[src/rtl/adc_lut_interp.sv]
// rtl/adc_lut_interp.sv - piecewise-linear ADC code to fixed-point value converter
// Linear search of a descending runtime LUT, then restoring-divider interpolation within the hit segment.
module adc_lut_interp #(
  parameter int ADC_W     = 12,
  parameter int OUT_W     = 16,
  parameter int LUT_DEPTH = 22,
  parameter int LUT_AW    = 5,
  parameter int STEP      = 1280,
  parameter int OUT_BASE  = 0,
  parameter int CH_W      = 2
) (
  input  logic              i_clk_50m,
  input  logic              i_rst_n,
  input  logic              i_valid,
  input  logic [ADC_W-1:0]  i_adc_value,
  input  logic [CH_W-1:0]   i_ch,
  output logic              o_ready,
  input  logic              i_lut_we,
  input  logic [LUT_AW-1:0] i_lut_addr,
  input  logic [ADC_W-1:0]  i_lut_data,
  output logic              o_done,
  output logic [CH_W-1:0]   o_ch,
  output logic [OUT_W-1:0]  o_value,
  output logic              o_clip_top,
  output logic              o_clip_bot
);

  typedef enum logic [1:0] {S_IDLE, S_SEARCH, S_DIV, S_OUT} state_t;

  localparam int DVD_W = ADC_W + 16;
  localparam int RW    = (ADC_W + OUT_W > DVD_W) ? (ADC_W + OUT_W) : DVD_W;
  localparam int CW    = $clog2(OUT_W + 1);
  localparam logic [OUT_W-1:0]  TOP_VAL  = OUT_W'(OUT_BASE);
  localparam logic [OUT_W-1:0]  BOT_VAL  = OUT_W'(OUT_BASE + (LUT_DEPTH - 1) * STEP);
  localparam logic [OUT_W-1:0]  STEP_V   = OUT_W'(STEP);
  localparam logic [LUT_AW-1:0] LAST_IDX = LUT_AW'(LUT_DEPTH - 1);
  localparam logic [LUT_AW-1:0] ONE_IDX  = LUT_AW'(1);

  state_t state, state_nx;

  logic [ADC_W-1:0]  lut [LUT_DEPTH];
  logic [ADC_W-1:0]  code_q;
  logic [CH_W-1:0]   ch_q;
  logic [LUT_AW-1:0] n_idx;
  logic [OUT_W-1:0]  seg_base;
  logic [RW-1:0]     rem;
  logic [RW-1:0]     dsh;
  logic [OUT_W-1:0]  quo;
  logic [CW-1:0]     dcnt;
  logic              div_zero;

  logic [LUT_AW-1:0] prev_idx;
  logic [ADC_W-1:0]  lut_cur, lut_prev, span, divisor;
  logic [DVD_W-1:0]  dividend;
  logic              clip_t, clip_b, hit, div_ge, div_last, lut_wr;
  logic [OUT_W-1:0]  quo_nx;

  // Search compares against entry n; the segment ends at entry n-1, known to be above the code.
  always_comb begin
    prev_idx = n_idx - ONE_IDX;
    lut_cur  = lut[n_idx];
    lut_prev = lut[prev_idx];
    clip_t   = (n_idx == ONE_IDX) && (code_q >= lut[0]);
    clip_b   = (n_idx == ONE_IDX) && !clip_t && (code_q <= lut[LUT_DEPTH-1]);
    hit      = (code_q >= lut_cur) || (n_idx == LAST_IDX);
    span     = lut_prev - code_q;
    divisor  = lut_prev - lut_cur;
    dividend = DVD_W'(span) * DVD_W'(STEP);
    div_ge   = (rem >= dsh);
    quo_nx   = {quo[OUT_W-2:0], div_ge};
    div_last = (dcnt == CW'(OUT_W - 1));
    lut_wr   = i_lut_we && (state == S_IDLE) && (int'(i_lut_addr) < LUT_DEPTH);
  end

  always_ff @(posedge i_clk_50m) begin
    if (!i_rst_n) state <= S_IDLE;
    else          state <= state_nx;
  end

  always_comb begin
    state_nx = state;
    case (state)
      S_IDLE:   if (i_valid) state_nx = S_SEARCH;
      S_SEARCH: begin
        if (clip_t || clip_b) state_nx = S_OUT;
        else if (hit)         state_nx = S_DIV;
      end
      S_DIV:    if (div_last) state_nx = S_OUT;
      S_OUT:    state_nx = S_IDLE;
      default:  state_nx = S_IDLE;
    endcase
  end

  always_comb begin
    o_ready = (state == S_IDLE);
    o_done  = (state == S_OUT);
  end

  // Result registers load on the edge entering OUT so they are valid while o_done is high.
  always_ff @(posedge i_clk_50m) begin
    if (!i_rst_n) begin
      for (int k = 0; k < LUT_DEPTH; k++) lut[k] <= '0;
      code_q     <= '0;
      ch_q       <= '0;
      n_idx      <= ONE_IDX;
      seg_base   <= '0;
      rem        <= '0;
      dsh        <= '0;
      quo        <= '0;
      dcnt       <= '0;
      div_zero   <= 1'b0;
      o_ch       <= '0;
      o_value    <= '0;
      o_clip_top <= 1'b0;
      o_clip_bot <= 1'b0;
    end else begin
      if (lut_wr) lut[i_lut_addr] <= i_lut_data;
      case (state)
        S_IDLE: begin
          if (i_valid) begin
            code_q   <= i_adc_value;
            ch_q     <= i_ch;
            n_idx    <= ONE_IDX;
            seg_base <= TOP_VAL;
          end
        end
        S_SEARCH: begin
          if (clip_t) begin
            o_value    <= TOP_VAL;
            o_ch       <= ch_q;
            o_clip_top <= 1'b1;
            o_clip_bot <= 1'b0;
          end else if (clip_b) begin
            o_value    <= BOT_VAL;
            o_ch       <= ch_q;
            o_clip_top <= 1'b0;
            o_clip_bot <= 1'b1;
          end else if (hit) begin
            rem      <= RW'(dividend);
            dsh      <= RW'(divisor) << (OUT_W - 1);
            div_zero <= (divisor == '0);
            quo      <= '0;
            dcnt     <= '0;
          end else begin
            n_idx    <= n_idx + ONE_IDX;
            seg_base <= seg_base + STEP_V;
          end
        end
        S_DIV: begin
          if (div_ge) rem <= rem - dsh;
          quo  <= quo_nx;
          dsh  <= dsh >> 1;
          dcnt <= dcnt + CW'(1);
          if (div_last) begin
            o_value    <= seg_base + (div_zero ? '0 : quo_nx);
            o_ch       <= ch_q;
            o_clip_top <= 1'b0;
            o_clip_bot <= 1'b0;
          end
        end
        default: ;
      endcase
    end
  end

endmodule
[config.mk]
export PLATFORM = sky130hd
export DESIGN_NAME = adc_lut_interp
export DESIGN_NICKNAME = d
export VERILOG_FILES = /design/src/rtl/adc_lut_interp.sv
export SDC_FILE = /design/constraint.sdc
export NUM_CORES = 1
export LEC_CHECK = 0
export ABC_CLOCK_PERIOD_IN_PS = 7700
export BUFFER_PORTS_ARGS = -buffer_cell sky130_fd_sc_hd__buf_2
export CORE_ASPECT_RATIO = 1.5
export CORE_MARGIN = 5
export CORE_UTILIZATION = 55
export CTS_BUF_LIST = sky130_fd_sc_hd__clkbuf_2 sky130_fd_sc_hd__clkbuf_4 sky130_fd_sc_hd__clkbuf_8
export CTS_CLUSTER_SIZE = 28
export DETAILED_ROUTE_END_ITERATION = 16
export HOLD_SLACK_MARGIN = 0.08
export PLACE_DENSITY = 0.77
export SLEW_MARGIN = 0
export SYNTH_ARGS = -nofsm -noshare
export SYNTH_HDL_FRONTEND = slang
export SYNTH_SLANG_ARGS = --single-unit
[constraint.sdc]
create_clock -name i_clk_50m -period 7.7 [get_ports i_clk_50m]
set_input_delay 0.77 -clock i_clk_50m [delete_from_list [all_inputs] [get_ports i_clk_50m]]
set_output_delay 0.77 -clock i_clk_50m [all_outputs]
set_load 0.005 [all_outputs]
==> qor.json, run 1 <==
{
  "hold-path-endpoint": "code_q[4]",
  "synth_cell_type_count": 64,
  "fin_worst_skew_ns": 0.02643,
  "drtIter0Drc": 1777,
  "timing.final.ws_setup_ns": 0.8957,
  "drt_wl_total_mm": 76.42,
  "worstSetupPathType": "flop to flop",
  "layout.cells.most_common": "edfxtp_1",
  "pre_cts_ws_ns": 0.9014,
  "drt-wirelength-per-cell_um": 24.36,
  "final-setup-viol-count": 0,
  "arrival_ns": 7.35,
  "maximum_vdd_drop_uv": 630.8,
  "critPathCaptureType": "flop",
  "cts_buffer_depth": 3,
  "final_min_period_over_clock_period_pct": 88.37,
  "r2r.worst_path.cells": 20,
  "mostFrequentLayoutCells": "edfxtp_1, and2_1, mux4_2, nor2_1, dfxtp_1",
  "fillers": 4005,
  "setup_tns_ns": 0,
  "post_synth_main_area_contributors": "edfxtp_1, mux4_2, dfxtp_1",
  "critPathBufInv": 1,
  "timing.critical_path.slowest_cell_delay_ns": 0.81,
  "finalNetCount": 2557,
  "critPathRequiredTime_ns": 8.24,
  "die_x_um": 196.8,
  "slew-limit-headroom_pct": 18.99,
  "detailroute.wirelength.met3_mm": 4.707,
  "number_of_global_route_vias_before_repair": 19990,
  "static-leakage-power_nw": 12.01,
  "worstReg2RegEnd": "rem[20]",
  "routabilityCongestion": 0.9372,
  "cts-buffers-inserted": 76,
  "hold-path-cell-count": 3,
  "timing.critical_path.max_delay_family": "compound AO/OA/AOI/OAI gates",
  "post-cts-setup-buffer-count": 0,
  "rsz_0062_raised_after_global_routing": "no",
  "top_layer_used": "met4",
  "pwr_density_cell_nw_per_um2": 438.1,
  "met2WireLength_mm": 41.35,
  "max-cap-violations": 0,
  "dr_drc_count": 0,
  "worstPathMaxFanout": 50,
  "final_core_area_utilization_pct": 61.26,
  "synth.yosys.warnings": 0,
  "gr-usage-all-layers_pct": 26.60,
  "cts_hold_bufs": 0,
  "reg2reg_from": "n_idx[0]",
  "latest_clock_arrival_within_the_worst_skew_pair_ns": 0.65,
  "yosys_most_used_dff": "edfxtp_1",
  "detailroute.via_count": 19650,
  "worstHoldStart": "i_adc_value[4]",
  "die-height_um": 290.3,
  "cp_cell_sequence": "inv_1 > ha_4 > mux4_2 > mux4_2 > mux2_2 > ha_1 > nor2b_1 > o31a_1 > o41ai_1 > nor2_1 > nor3_1 > xnor2_1 > ha_1 > ha_1 > o41ai_1 > o21ai_0 > xnor2_1 > nor2_1 > a21oi_1 > a21oi_1",
  "dp_hpwl_mm": 55.01,
  "layoutNonFillerInstCount": 3137,
  "syn_area_um2": 28800,
  "cts.root.buffer_cell": "clkbuf_8",
  "dieArea_um2": 57140,
  "worstMarginPinSlew_ns": 1.199,
  "placed_cell_count": 2998,
  "placement_rows": 102,
  "layout-area-overhead-vs-synth_pct": 10.20,
  "coreArea_um2": 51810,
  "min_period_ns": 6.804,
  "critical_path.most_common_cell": "ha_1",
  "maximum_number_of_pins_on_one_net_before_global_route_repair": 97,
  "tritoncts": "done",
  "synth-async-reset-ratio_pct": 0,
  "max_freq_mhz": 147.0,
  "placement.io_buffers": 56,
  "yosysTopAreaCell": "edfxtp_1",
  "antenna_found_initial": 3,
  "start_util_pct": 55.59,
  "worst_hold_path_type": "input port to flop",
  "yosysSeqAreaShare_pct": 49.07,
  "htreeDepth": 3,
  "rrSetupSlack_ns": 0.90,
  "finalMaxSlewViolations": 0,
  "floorplan.io_pins": 57,
  "met1_length_mm": 25.69,
  "synth.avg_cell_area_um2": 12.77,
  "nature_of_the_critical_path_startpoint": "flop",
  "firstDrtPassIters": 7,
  "final_hold_viol_count": 0,
  "grt_first_pass_wirelength_mm": 117.0,
  "syn_inst": 2255,
  "final_layout_size_suffix_gt1_share_pct": 20.46,
  "yosysTopAreaCellShare_pct": 40.04,
  "post_cts_resize_count": 0,
  "clk_pin_slew_ns": 0.07,
  "synth-edff-count": 384,
  "crit_path_max_delay_cell_type": "ha_4",
  "viasPerCell": 6.264,
  "synth_seq_cells": 514,
  "cts_sinks": 514,
  "final_antenna_net_count": 0,
  "grt_remaining_overflow": 0,
  "status": "finished clean"
}
==> metrics by stage <==
step	hold slack [ns]	cell area, µm²	power (W)
after CTS	0.3297	31740	0.01390
final	0.3606	31740	0.01390
after global routing	0.3468	31740	0.01492
after detailed placement	0.4419	30210	0.01161
after floorplan	0.4321	29250	0.009737
after global placement	0.4392	30210	0.01147
==> logic make-up after synthesis <==
| group | Yosys count | synth area share [%] |
|---|---|---|
| AND/OR/NAND/NOR | 681 | 12.37 |
| flip-flops | 514 | 49.07 |
| AO/OA/AOI/OAI | 355 | 7.750 |
| multiplexers | 271 | 19.94 |
| buffers and inverters | 237 | 3.171 |
| adder cells (fa/ha/maj) | 122 | 5.404 |
| XOR/XNOR | 74 | 2.276 |
| other | 1 | 0.01302 |
==> worst reg2reg max path, cell delays in order, from the launching register on <==
cell and delay [ns]:
dfxtp_4 0.64, inv_1 0.19, ha_4 0.81, mux4_2 0.45
mux4_2 0.51, mux2_2 0.35, ha_1 0.28, nor2b_1 0.14
o31a_1 0.29, o41ai_1 0.60, nor2_1 0.12, nor3_1 0.24
xnor2_1 0.23, ha_1 0.30, ha_1 0.25, o41ai_1 0.55
o21ai_0 0.28, xnor2_1 0.19, nor2_1 0.06, a21oi_1 0.14
a21oi_1 0.08
==> flip-flops by register name, summed over array words and instances, names as in the netlist, 2 cells and up, named ones only <==
signal,count
code_q,12
seg_base,8
dcnt,5
n_idx,5
rem,28
ch_q,2
lut,384
quo,15
state,2
o_ch,2
o_value,16
dsh,27
==> cell type report <==
| type | count | area (µm²) | share of cell area (%) |
|---|---|---|---|
| diodes | 2 | 5.005 | 0.01577 |
| clock buffers | 100 | 1264 | 3.981 |
| clock inverters | 37 | 259.0 | 0.8160 |
| inverters | 83 | 311.5 | 0.9816 |
| multi-input cells | 1624 | 14280 | 44.99 |
| flip-flops and latches | 514 | 14150 | 44.57 |
| well taps | 676 | 845.8 | 2.665 |
| repair buffers | 101 | 630.6 | 1.987 |
==> how the worst max path moves through the flow <==
stage,start,end,slack [ns],cells past startpoint
6_report,n_idx[0],rem[20],0.90,20
3_5_place_dp,n_idx[0],rem[21],0.90,23
5_1_grt,n_idx[0],rem[21],0.44,23
4_1_cts,n_idx[0],rem[21],0.86,23
2_1_floorplan,n_idx[0],rem[21],0.34,31
3_3_place_gp,n_idx[0],rem[21],0.98,23
==> Yosys cell counts (23+ instances only) <==
master / instances
mux4_2: 240
xor2_1: 26
a21o_1: 28
and2_1: 273
ha_1: 118
a21oi_1: 115
o21ai_0: 74
nor2b_1: 23
xnor2_1: 47
nor3_1: 27
dfxtp_1: 130
clkbuf_1: 121
nor2_1: 144
nand3_1: 25
a22oi_1: 43
inv_1: 83
nand2_1: 119
edfxtp_1: 384
==> power breakdown <==
group | switching (W) | internal [W] | leakage, nW | total [W]
sequential | 0.000243 | 0.00318 | 4.96 | 0.00343
combinational | 0.00454 | 0.00368 | 6.24 | 0.00821
clock | 0.00109 | 0.00118 | 0.811 | 0.00227
==> metal layers <==
metal / track usage (%) / vias to the layer above
met5: 0 / -
met4: 14.21 / 0
met3: 4.291 / 243
met2: 48.48 / 915
met1: 29.45 / 9802
li1: - / 8691
No activity file was read; power rests on OpenSTA's default activity.
==> inputs of run 2 (changes only) <==
--- a/config.mk
+++ b/config.mk
@@ -10,7 +10,7 @@
 export CORE_ASPECT_RATIO = 1.5
 export CORE_MARGIN = 5
 export CORE_UTILIZATION = 55
-export CTS_BUF_LIST = sky130_fd_sc_hd__clkbuf_2 sky130_fd_sc_hd__clkbuf_4 sky130_fd_sc_hd__clkbuf_8
+export CTS_BUF_LIST = sky130_fd_sc_hd__clkbuf_16
 export CTS_CLUSTER_SIZE = 28
 export DETAILED_ROUTE_END_ITERATION = 16
 export HOLD_SLACK_MARGIN = 0.08
==> qor.json, run 2 (synthesis gave the netlist of run 1 again) <==
{
  "status": "finished clean",
  "maximum_number_of_pins_on_one_net_before_global_route_repair": {"value": 97, "change": "unchanged"},
  "reg_top3": "lut x384, rem x28, dsh x27",
  "worstHoldStart": "i_adc_value[10]",
  "dieArea": {"value": 57140, "unit": "µm²", "change": "unchanged"},
  "dp_hpwl": {"value": 55.01, "unit": "mm", "change": "unchanged"},
  "detailroute.via_count": {"value": 19770, "change": "+0.61%"},
  "cts_sinks": {"value": 514, "change": "unchanged"},
  "grt_first_pass_wirelength": {"value": 119.2, "unit": "mm", "change": "+1.9%"},
  "routabilityCongestion": {"value": 0.9372, "change": "unchanged"},
  "cp_cell_sequence": "inv_1 > ha_4 > mux4_2 > mux4_2 > mux2_2 > ha_1 > nor2b_1 > o31a_1 > o41ai_1 > nor2_1 > nor3_1 > xnor2_1 > ha_1 > ha_1 > o41ai_1 > o21ai_0 > xnor2_1 > nor2_1 > a21oi_1 > a21oi_1",
  "setup_tns": {"value": 0, "unit": "ns", "change": "unchanged"},
  "gr-usage-all-layers": {"value": 27.02, "unit": "%", "change": "+0.41 points"},
  "cts_buffer_depth": {"value": 3, "change": "unchanged"},
  "critical_path.most_common_cell": "ha_1",
  "firstDrtPassIters": {"value": 5, "change": "-2"},
  "fin_worst_skew": {"value": 0.03906, "unit": "ns", "change": "+0.01263 ns"},
  "largest-register": "lut",
  "final_antenna_net_count": {"value": 0, "change": "unchanged"},
  "final_cell_area": {"value": 32040, "unit": "µm²", "change": "+0.95%"},
  "timing.critical_path.max_delay_family": "compound AO/OA/AOI/OAI gates",
  "htreeDepth": {"value": 2, "change": "-1"},
  "latest_clock_arrival_within_the_worst_skew_pair": {"value": 0.60, "unit": "ns", "change": "-0.05 ns"},
  "static-leakage-power": {"value": 12.08, "unit": "nW", "change": "+0.57%"},
  "drtIter0Drc": {"value": 1799, "change": "+1.2%"},
  "final_layout_size_suffix_gt1_share": {"value": 19.26, "unit": "%", "change": "-1.2 points"},
  "number_of_global_route_vias_before_repair": {"value": 20020, "change": "+0.15%"},
  "antenna_found_initial": {"value": 2, "change": "-1"},
  "critPathLaunch": "n_idx[0]",
  "start_util": {"value": 55.59, "unit": "%", "change": "unchanged"},
  "clk_pin_slew": {"value": 0.06, "unit": "ns", "change": "about the same"},
  "finalMaxSlewViolations": {"value": 0, "change": "unchanged"},
  "die_x": {"value": 196.8, "unit": "µm", "change": "unchanged"},
  "largest_register_ff_count": {"value": 384, "change": "unchanged"},
  "critPathCaptureType": "flop",
  "mostFrequentLayoutCells": "edfxtp_1, and2_1, mux4_2, nor2_1, dfxtp_1",
  "viasPerCell": {"value": 6.392, "change": "+2.0%"},
  "post_cts_resize_count": {"value": 0, "change": "unchanged"},
  "critPathRequiredTime": {"value": 8.15, "unit": "ns", "change": "-0.09 ns"},
  "arrival": {"value": 7.29, "unit": "ns", "change": "-0.06 ns"},
  "cts_hold_bufs": {"value": 0, "change": "unchanged"},
  "cts.root.buffer_cell": "clkbuf_16",
  "rsz_0062_raised_after_global_routing": "no",
  "floorplan.io_pins": {"value": 57, "change": "unchanged"},
  "worstMarginPinSlew": {"value": 1.231, "unit": "ns", "change": "+0.03141 ns"},
  "coreArea": {"value": 51810, "unit": "µm²", "change": "unchanged"},
  "drt_wl_total": {"value": 78.42, "unit": "mm", "change": "+2.6%"},
  "placed_area": {"value": 30210, "unit": "µm²", "change": "unchanged"},
  "drt-wirelength-per-cell": {"value": 25.35, "unit": "µm", "change": "+4.1%"},
  "max_freq": {"value": 146.3, "unit": "MHz", "change": "-0.43%"},
  "placement.io_buffers": {"value": 56, "change": "unchanged"},
  "post-cts-setup-buffer-count": {"value": 0, "change": "unchanged"},
  "hold-worst-slack": {"value": 0.4308, "unit": "ns", "change": "+0.07019 ns"},
  "layout.cells.most_common": "edfxtp_1",
  "rrSetupSlack": {"value": 0.87, "unit": "ns", "change": "-0.03 ns"},
  "layout-area-overhead-vs-synth_pct": 11.26,
  "crit_path_max_delay_cell_type": "ha_4",
  "worstPathMaxFanout": {"value": 50, "change": "unchanged"},
  "tritoncts": "done",
  "slew-limit-headroom": {"value": 17.65, "unit": "%", "change": "-1.3 points"},
  "finalNetCount": {"value": 2531, "change": "-1.0%"},
  "grt_remaining_overflow": {"value": 0, "change": "unchanged"},
  "final_core_area_utilization": {"value": 61.84, "unit": "%", "change": "+0.58 points"},
  "die-height": {"value": 290.3, "unit": "µm", "change": "unchanged"},
  "final_min_period_over_clock_period": {"value": 88.75, "unit": "%", "change": "+0.39 points"},
  "maximum_vdd_drop": {"value": 632.5, "unit": "µV", "change": "+0.27%"},
  "timing.critical_path.slowest_cell_delay": {"value": 0.81, "unit": "ns", "change": "about the same"},
  "critPathBufInv": {"value": 1, "change": "unchanged"},
  "max-cap-violations": {"value": 0, "change": "unchanged"},
  "placement_rows": {"value": 102, "change": "unchanged"},
  "reg2reg_from": "n_idx[0]",
  "min_period": {"value": 6.834, "unit": "ns", "change": "+0.02970 ns"},
  "pwr_density_cell": {"value": 449.3, "unit": "nW/µm²", "change": "+2.6%"},
  "worst_hold_path_type": "input port to flop",
  "final_hold_viol_count": {"value": 0, "change": "unchanged"},
  "final-setup-viol-count": {"value": 0, "change": "unchanged"},
  "nature_of_the_critical_path_startpoint": "flop",
  "worstSetupPathType": "flop to flop",
  "dr_drc_count": {"value": 0, "change": "unchanged"},
  "cts-buffers-inserted": {"value": 50, "change": "-34%"}
}
[run 2: worst paths after layout]
kind                      to  cells after the start
hold / removal    code_q[10]                      3
setup / recovery     rem[20]                     20
hold reg to reg   o_value[3]                      2
setup reg to reg     rem[20]                     20
[run 2: report_power, final]
group	total (W)	internal, W	switching [W]
registers	0.00343	0.00318	0.000247
logic	0.00824	0.00368	0.00457
clock network	0.00272	0.00161	0.00112
total	0.0144	0.00847	0.00593
[run 2: cell type report]
class	instances	area (µm²)
tap	676	845.8
clock inverter	40	521.8
multi-input combinational	1624	14280
antenna	3	7.507
fill	3940	19770
inverter	83	311.5
timing repair buffer	101	630.6
clock buffer	52	1301
sequential	514	14150
[run 2: worst register-to-register path: stages (launching register included)]
cell	delay, ns
dfxtp_4	0.64
inv_1	0.19
ha_4	0.81
mux4_2	0.44
mux4_2	0.53
mux2_2	0.36
ha_1	0.28
nor2b_1	0.14
o31a_1	0.29
o41ai_1	0.58
nor2_1	0.11
nor3_1	0.24
xnor2_1	0.24
ha_1	0.30
ha_1	0.25
o41ai_1	0.55
o21ai_0	0.28
xnor2_1	0.19
nor2_1	0.06
a21oi_1	0.14
a21oi_1	0.08
[run 2: per-layer routing]
layer  track usage [%]  part of all wire, %
met1             30.27                   33
met2             49.56                   54
met3             3.328                  6.5
met4             14.53                  6.7
met5                 0                    0
[run 2: metrics by stage]
step | setup slack (ns) | cells | power [W]
after floorplan | 0.3369 | 2375 | 0.009737
after global placement | 0.9820 | 2998 | 0.01147
after detailed placement | 0.9014 | 2998 | 0.01161
after CTS | 0.8631 | 3090 | 0.01436
after global routing | 0.4692 | 3091 | 0.01535
final | 0.8660 | 3093 | 0.01440
==> inputs of run 3 (changes only) <==
--- a/config.mk
+++ b/config.mk
@@ -10,7 +10,6 @@
 export CORE_ASPECT_RATIO = 1.5
 export CORE_MARGIN = 5
 export CORE_UTILIZATION = 55
-export CTS_BUF_LIST = sky130_fd_sc_hd__clkbuf_16
 export CTS_CLUSTER_SIZE = 28
 export DETAILED_ROUTE_END_ITERATION = 16
 export HOLD_SLACK_MARGIN = 0.08
==> qor.json, run 3 (synthesis gave the netlist of run 1 again) <==
{
  "layout-area-overhead-vs-synth": {"value": 11.25, "unit": "%", "change": "about the same"},
  "max_freq": {"value": 146.6, "unit": "MHz", "change": "+0.16%"},
  "finalMaxSlewViolations": {"value": 0, "change": "unchanged"},
  "worst_hold_path_type": "input port to flop",
  "firstDrtPassIters": {"value": 5, "change": "unchanged"},
  "arrival": {"value": 7.28, "unit": "ns", "change": "about the same"},
  "final_cell_area": {"value": 32040, "unit": "µm²", "change": "about the same"},
  "power.switching": {"value": 0.005922, "unit": "W", "change": "-0.11%"},
  "maximum_vdd_drop": {"value": 633.0, "unit": "µV", "change": "about the same"},
  "static-leakage-power": {"value": 12.06, "unit": "nW", "change": "-0.14%"},
  "dr_drc_count": {"value": 0, "change": "unchanged"},
  "critPathLaunch": "n_idx[0]",
  "dp_hpwl": {"value": 55.01, "unit": "mm", "change": "unchanged"},
  "layoutNonFillerInstCount": {"value": 3092, "change": "-0.032%"},
  "worstPathMaxFanout": {"value": 50, "change": "unchanged"},
  "largest_register_ff_count": {"value": 384, "change": "unchanged"},
  "finalNetCount": {"value": 2531, "change": "unchanged"},
  "worstMarginPinSlew": {"value": 1.216, "unit": "ns", "change": "-0.01512 ns"},
  "drt-wirelength-per-cell": {"value": 25.33, "unit": "µm", "change": "about the same"},
  "final-setup-viol-count": {"value": 0, "change": "unchanged"},
  "htreeDepth": {"value": 2, "change": "unchanged"},
  "critPathCaptureType": "flop",
  "grt_remaining_overflow": {"value": 0, "change": "unchanged"},
  "slew-limit-headroom": {"value": 17.89, "unit": "%", "change": "+0.24 points"},
  "cts.root.buffer_cell": "clkbuf_16",
  "critPathRequiredTime": {"value": 8.16, "unit": "ns", "change": "about the same"},
  "post-cts-setup-buffer-count": {"value": 0, "change": "unchanged"},
  "critPathBufInv": {"value": 1, "change": "unchanged"},
  "critical_path.most_common_cell": "ha_1",
  "cell_internal_pwr": {"value": 0.008473, "unit": "W", "change": "about the same"},
  "placed_cell_count": {"value": 2998, "change": "unchanged"},
  "status": "finished clean",
  "placement.io_buffers": {"value": 56, "change": "unchanged"},
  "worstSetupPathType": "flop to flop",
  "critPathCapture": "rem[20]",
  "number_of_global_route_vias_before_repair": {"value": 20020, "change": "unchanged"},
  "setup_tns": {"value": 0, "unit": "ns", "change": "unchanged"},
  "post_cts_resize_count": {"value": 0, "change": "unchanged"},
  "dieArea": {"value": 57140, "unit": "µm²", "change": "unchanged"},
  "rsz_0062_raised_after_global_routing": "no",
  "fin_worst_skew": {"value": 0.03536, "unit": "ns", "change": "-0.003700 ns"},
  "grt_first_pass_wirelength": {"value": 119.2, "unit": "mm", "change": "unchanged"},
  "crit_path_max_delay_cell_type": "ha_4",
  "reg_top3": "lut x384, rem x28, dsh x27",
  "cts_hold_bufs": {"value": 0, "change": "unchanged"},
  "viasPerCell": {"value": 6.397, "change": "about the same"},
  "final_min_period_over_clock_period": {"value": 88.61, "unit": "%", "change": "-0.14 points"},
  "sequentialPowerShare": {"value": 23.8, "unit": "%", "change": "about the same"},
  "min_period": {"value": 6.823, "unit": "ns", "change": "-0.01081 ns"},
  "worstReg2RegEnd": "rem[20]",
  "reg2reg_from": "n_idx[0]",
  "cts_sinks": {"value": 514, "change": "unchanged"},
  "combPwrFrac": {"value": 57.2, "unit": "%", "change": "about the same"},
  "layout.cells.most_common": "edfxtp_1",
  "timing.critical_path.max_delay_family": "compound AO/OA/AOI/OAI gates",
  "power": {"value": 0.01439, "unit": "W", "change": "about the same"},
  "critical_path_depth": {"value": 20, "change": "unchanged"},
  "timing.critical_path.slowest_cell_delay": {"value": 0.82, "unit": "ns", "change": "about the same"},
  "mostFrequentLayoutCells": "edfxtp_1, and2_1, mux4_2, nor2_1, dfxtp_1",
  "detailroute.via_count": {"value": 19780, "change": "+0.051%"},
  "r2r.worst_path.cells": {"value": 20, "change": "unchanged"},
  "p_clk_share": {"value": 18.9, "unit": "%", "change": "about the same"},
  "gr-usage-all-layers": {"value": 27.02, "unit": "%", "change": "unchanged"},
  "max-cap-violations": {"value": 0, "change": "unchanged"},
  "placement_rows": {"value": 102, "change": "unchanged"},
  "final_hold_viol_count": {"value": 0, "change": "unchanged"},
  "coreArea": {"value": 51810, "unit": "µm²", "change": "unchanged"},
  "die_x": {"value": 196.8, "unit": "µm", "change": "unchanged"},
  "maximum_number_of_pins_on_one_net_before_global_route_repair": {"value": 97, "change": "unchanged"},
  "pwr_density_cell": {"value": 449.3, "unit": "nW/µm²", "change": "about the same"},
  "tritoncts": "done",
  "placed_area": {"value": 30210, "unit": "µm²", "change": "unchanged"},
  "final_core_area_utilization": {"value": 61.84, "unit": "%", "change": "about the same"},
  "largest-register": "lut",
  "die-height": {"value": 290.3, "unit": "µm", "change": "unchanged"},
  "start_util": {"value": 55.59, "unit": "%", "change": "unchanged"},
  "drtIter0Drc": {"value": 1788, "change": "-0.61%"},
  "cts-buffers-inserted": {"value": 50, "change": "unchanged"},
  "final_antenna_net_count": {"value": 0, "change": "unchanged"},
  "floorplan.io_pins": {"value": 57, "change": "unchanged"},
  "final_layout_size_suffix_gt1_share": {"value": 19.26, "unit": "%", "change": "unchanged"},
  "switching_share": {"value": 41.14, "unit": "%", "change": "-0.041 points"},
  "antenna_found_initial": {"value": 2, "change": "unchanged"},
  "routabilityCongestion": {"value": 0.9372, "change": "unchanged"},
  "cp_cell_sequence": "inv_1 > ha_4 > mux4_2 > mux4_2 > mux2_2 > ha_1 > nor2b_1 > o31a_1 > o41ai_1 > nor2_1 > nor3_1 > xnor2_1 > ha_1 > ha_1 > o41ai_1 > o21ai_0 > xnor2_1 > nor2_1 > a21oi_1 > a21oi_1",
  "latest_clock_arrival_within_the_worst_skew_pair": {"value": 0.60, "unit": "ns", "change": "about the same"},
  "clk_pin_slew": {"value": 0.06, "unit": "ns", "change": "about the same"},
  "rrSetupSlack": {"value": 0.88, "unit": "ns", "change": "about the same"},
  "cts_buffer_depth": {"value": 3, "change": "unchanged"},
  "nature_of_the_critical_path_startpoint": "flop",
  "drt_wl_total": {"value": 78.32, "unit": "mm", "change": "-0.12%"}
}
[run 3: cell count changes in the layout (fill, tap and decap cells not counted)]
cell,delta
inv_1,-4
diode_2,-1
clkbuf_1,+4
[run 3: cell type report]
class	count	area, µm²
timing repair buffer	101	630.6
clock buffer	56	1316
sequential	514	14150
multi-input combinational	1624	14280
clock inverter	36	506.7
antenna	2	5.005
fill	3941	19770
inverter	83	311.5
tap	676	845.8
[run 3: power by group through the flow]
stage / Clock (W) / Combinational (W) / Sequential [W]
floorplan: 0 / 0.00642 / 0.00332
global placement: 0 / 0.00800 / 0.00347
detailed placement: 0 / 0.00812 / 0.00348
CTS: 0.00275 / 0.00818 / 0.00343
global route: 0.00286 / 0.00904 / 0.00346
finish: 0.00273 / 0.00824 / 0.00343
[run 3: per-layer routing]
metal  vias to the layer above  share of wire, %  routed length [µm]  global-route usage (%)
li1                       8629                 -                   -                       -
met1                      9888                33               25850                   30.27
met2                      1016                54               42190                   49.56
met3                       248               6.6                5186                   3.328
met4                         0               6.5                5093                   14.53
met5                         -                 0                   0                       0
[run 3: how the worst min path moves through the flow]
stage,from,end,depth (start not counted)
after floorplan,ch_q[0],o_ch[0],2
after global placement,o_ch[0],o_ch[0],2
after detailed placement,o_value[9],o_value[9],2
after CTS,i_ch[1],ch_q[1],3
after global routing,i_adc_value[10],code_q[10],3
final,i_adc_value[10],code_q[10],3
[run 3: metrics by stage]
| stage | setup slack [ns] | hold WS, ns |
|---|---|---|
| finish | 0.8768 | 0.4307 |
| global route | 0.4692 | 0.4293 |
| CTS | 0.8631 | 0.4129 |
| detailed placement | 0.9014 | 0.4419 |
| global placement | 0.9820 | 0.4392 |
| floorplan | 0.3369 | 0.4321 |
[run 3: worst register-to-register path, cell delays in order (launching register included)]
cell     delay, ns
dfxtp_4       0.64
inv_1         0.19
ha_4          0.82
mux4_2        0.43
mux4_2        0.52
mux2_2        0.36
ha_1          0.28
nor2b_1       0.14
o31a_1        0.29
o41ai_1       0.58
nor2_1        0.11
nor3_1        0.24
xnor2_1       0.24
ha_1          0.30
ha_1          0.25
o41ai_1       0.55
o21ai_0       0.28
xnor2_1       0.19
nor2_1        0.06
a21oi_1       0.14
a21oi_1       0.08
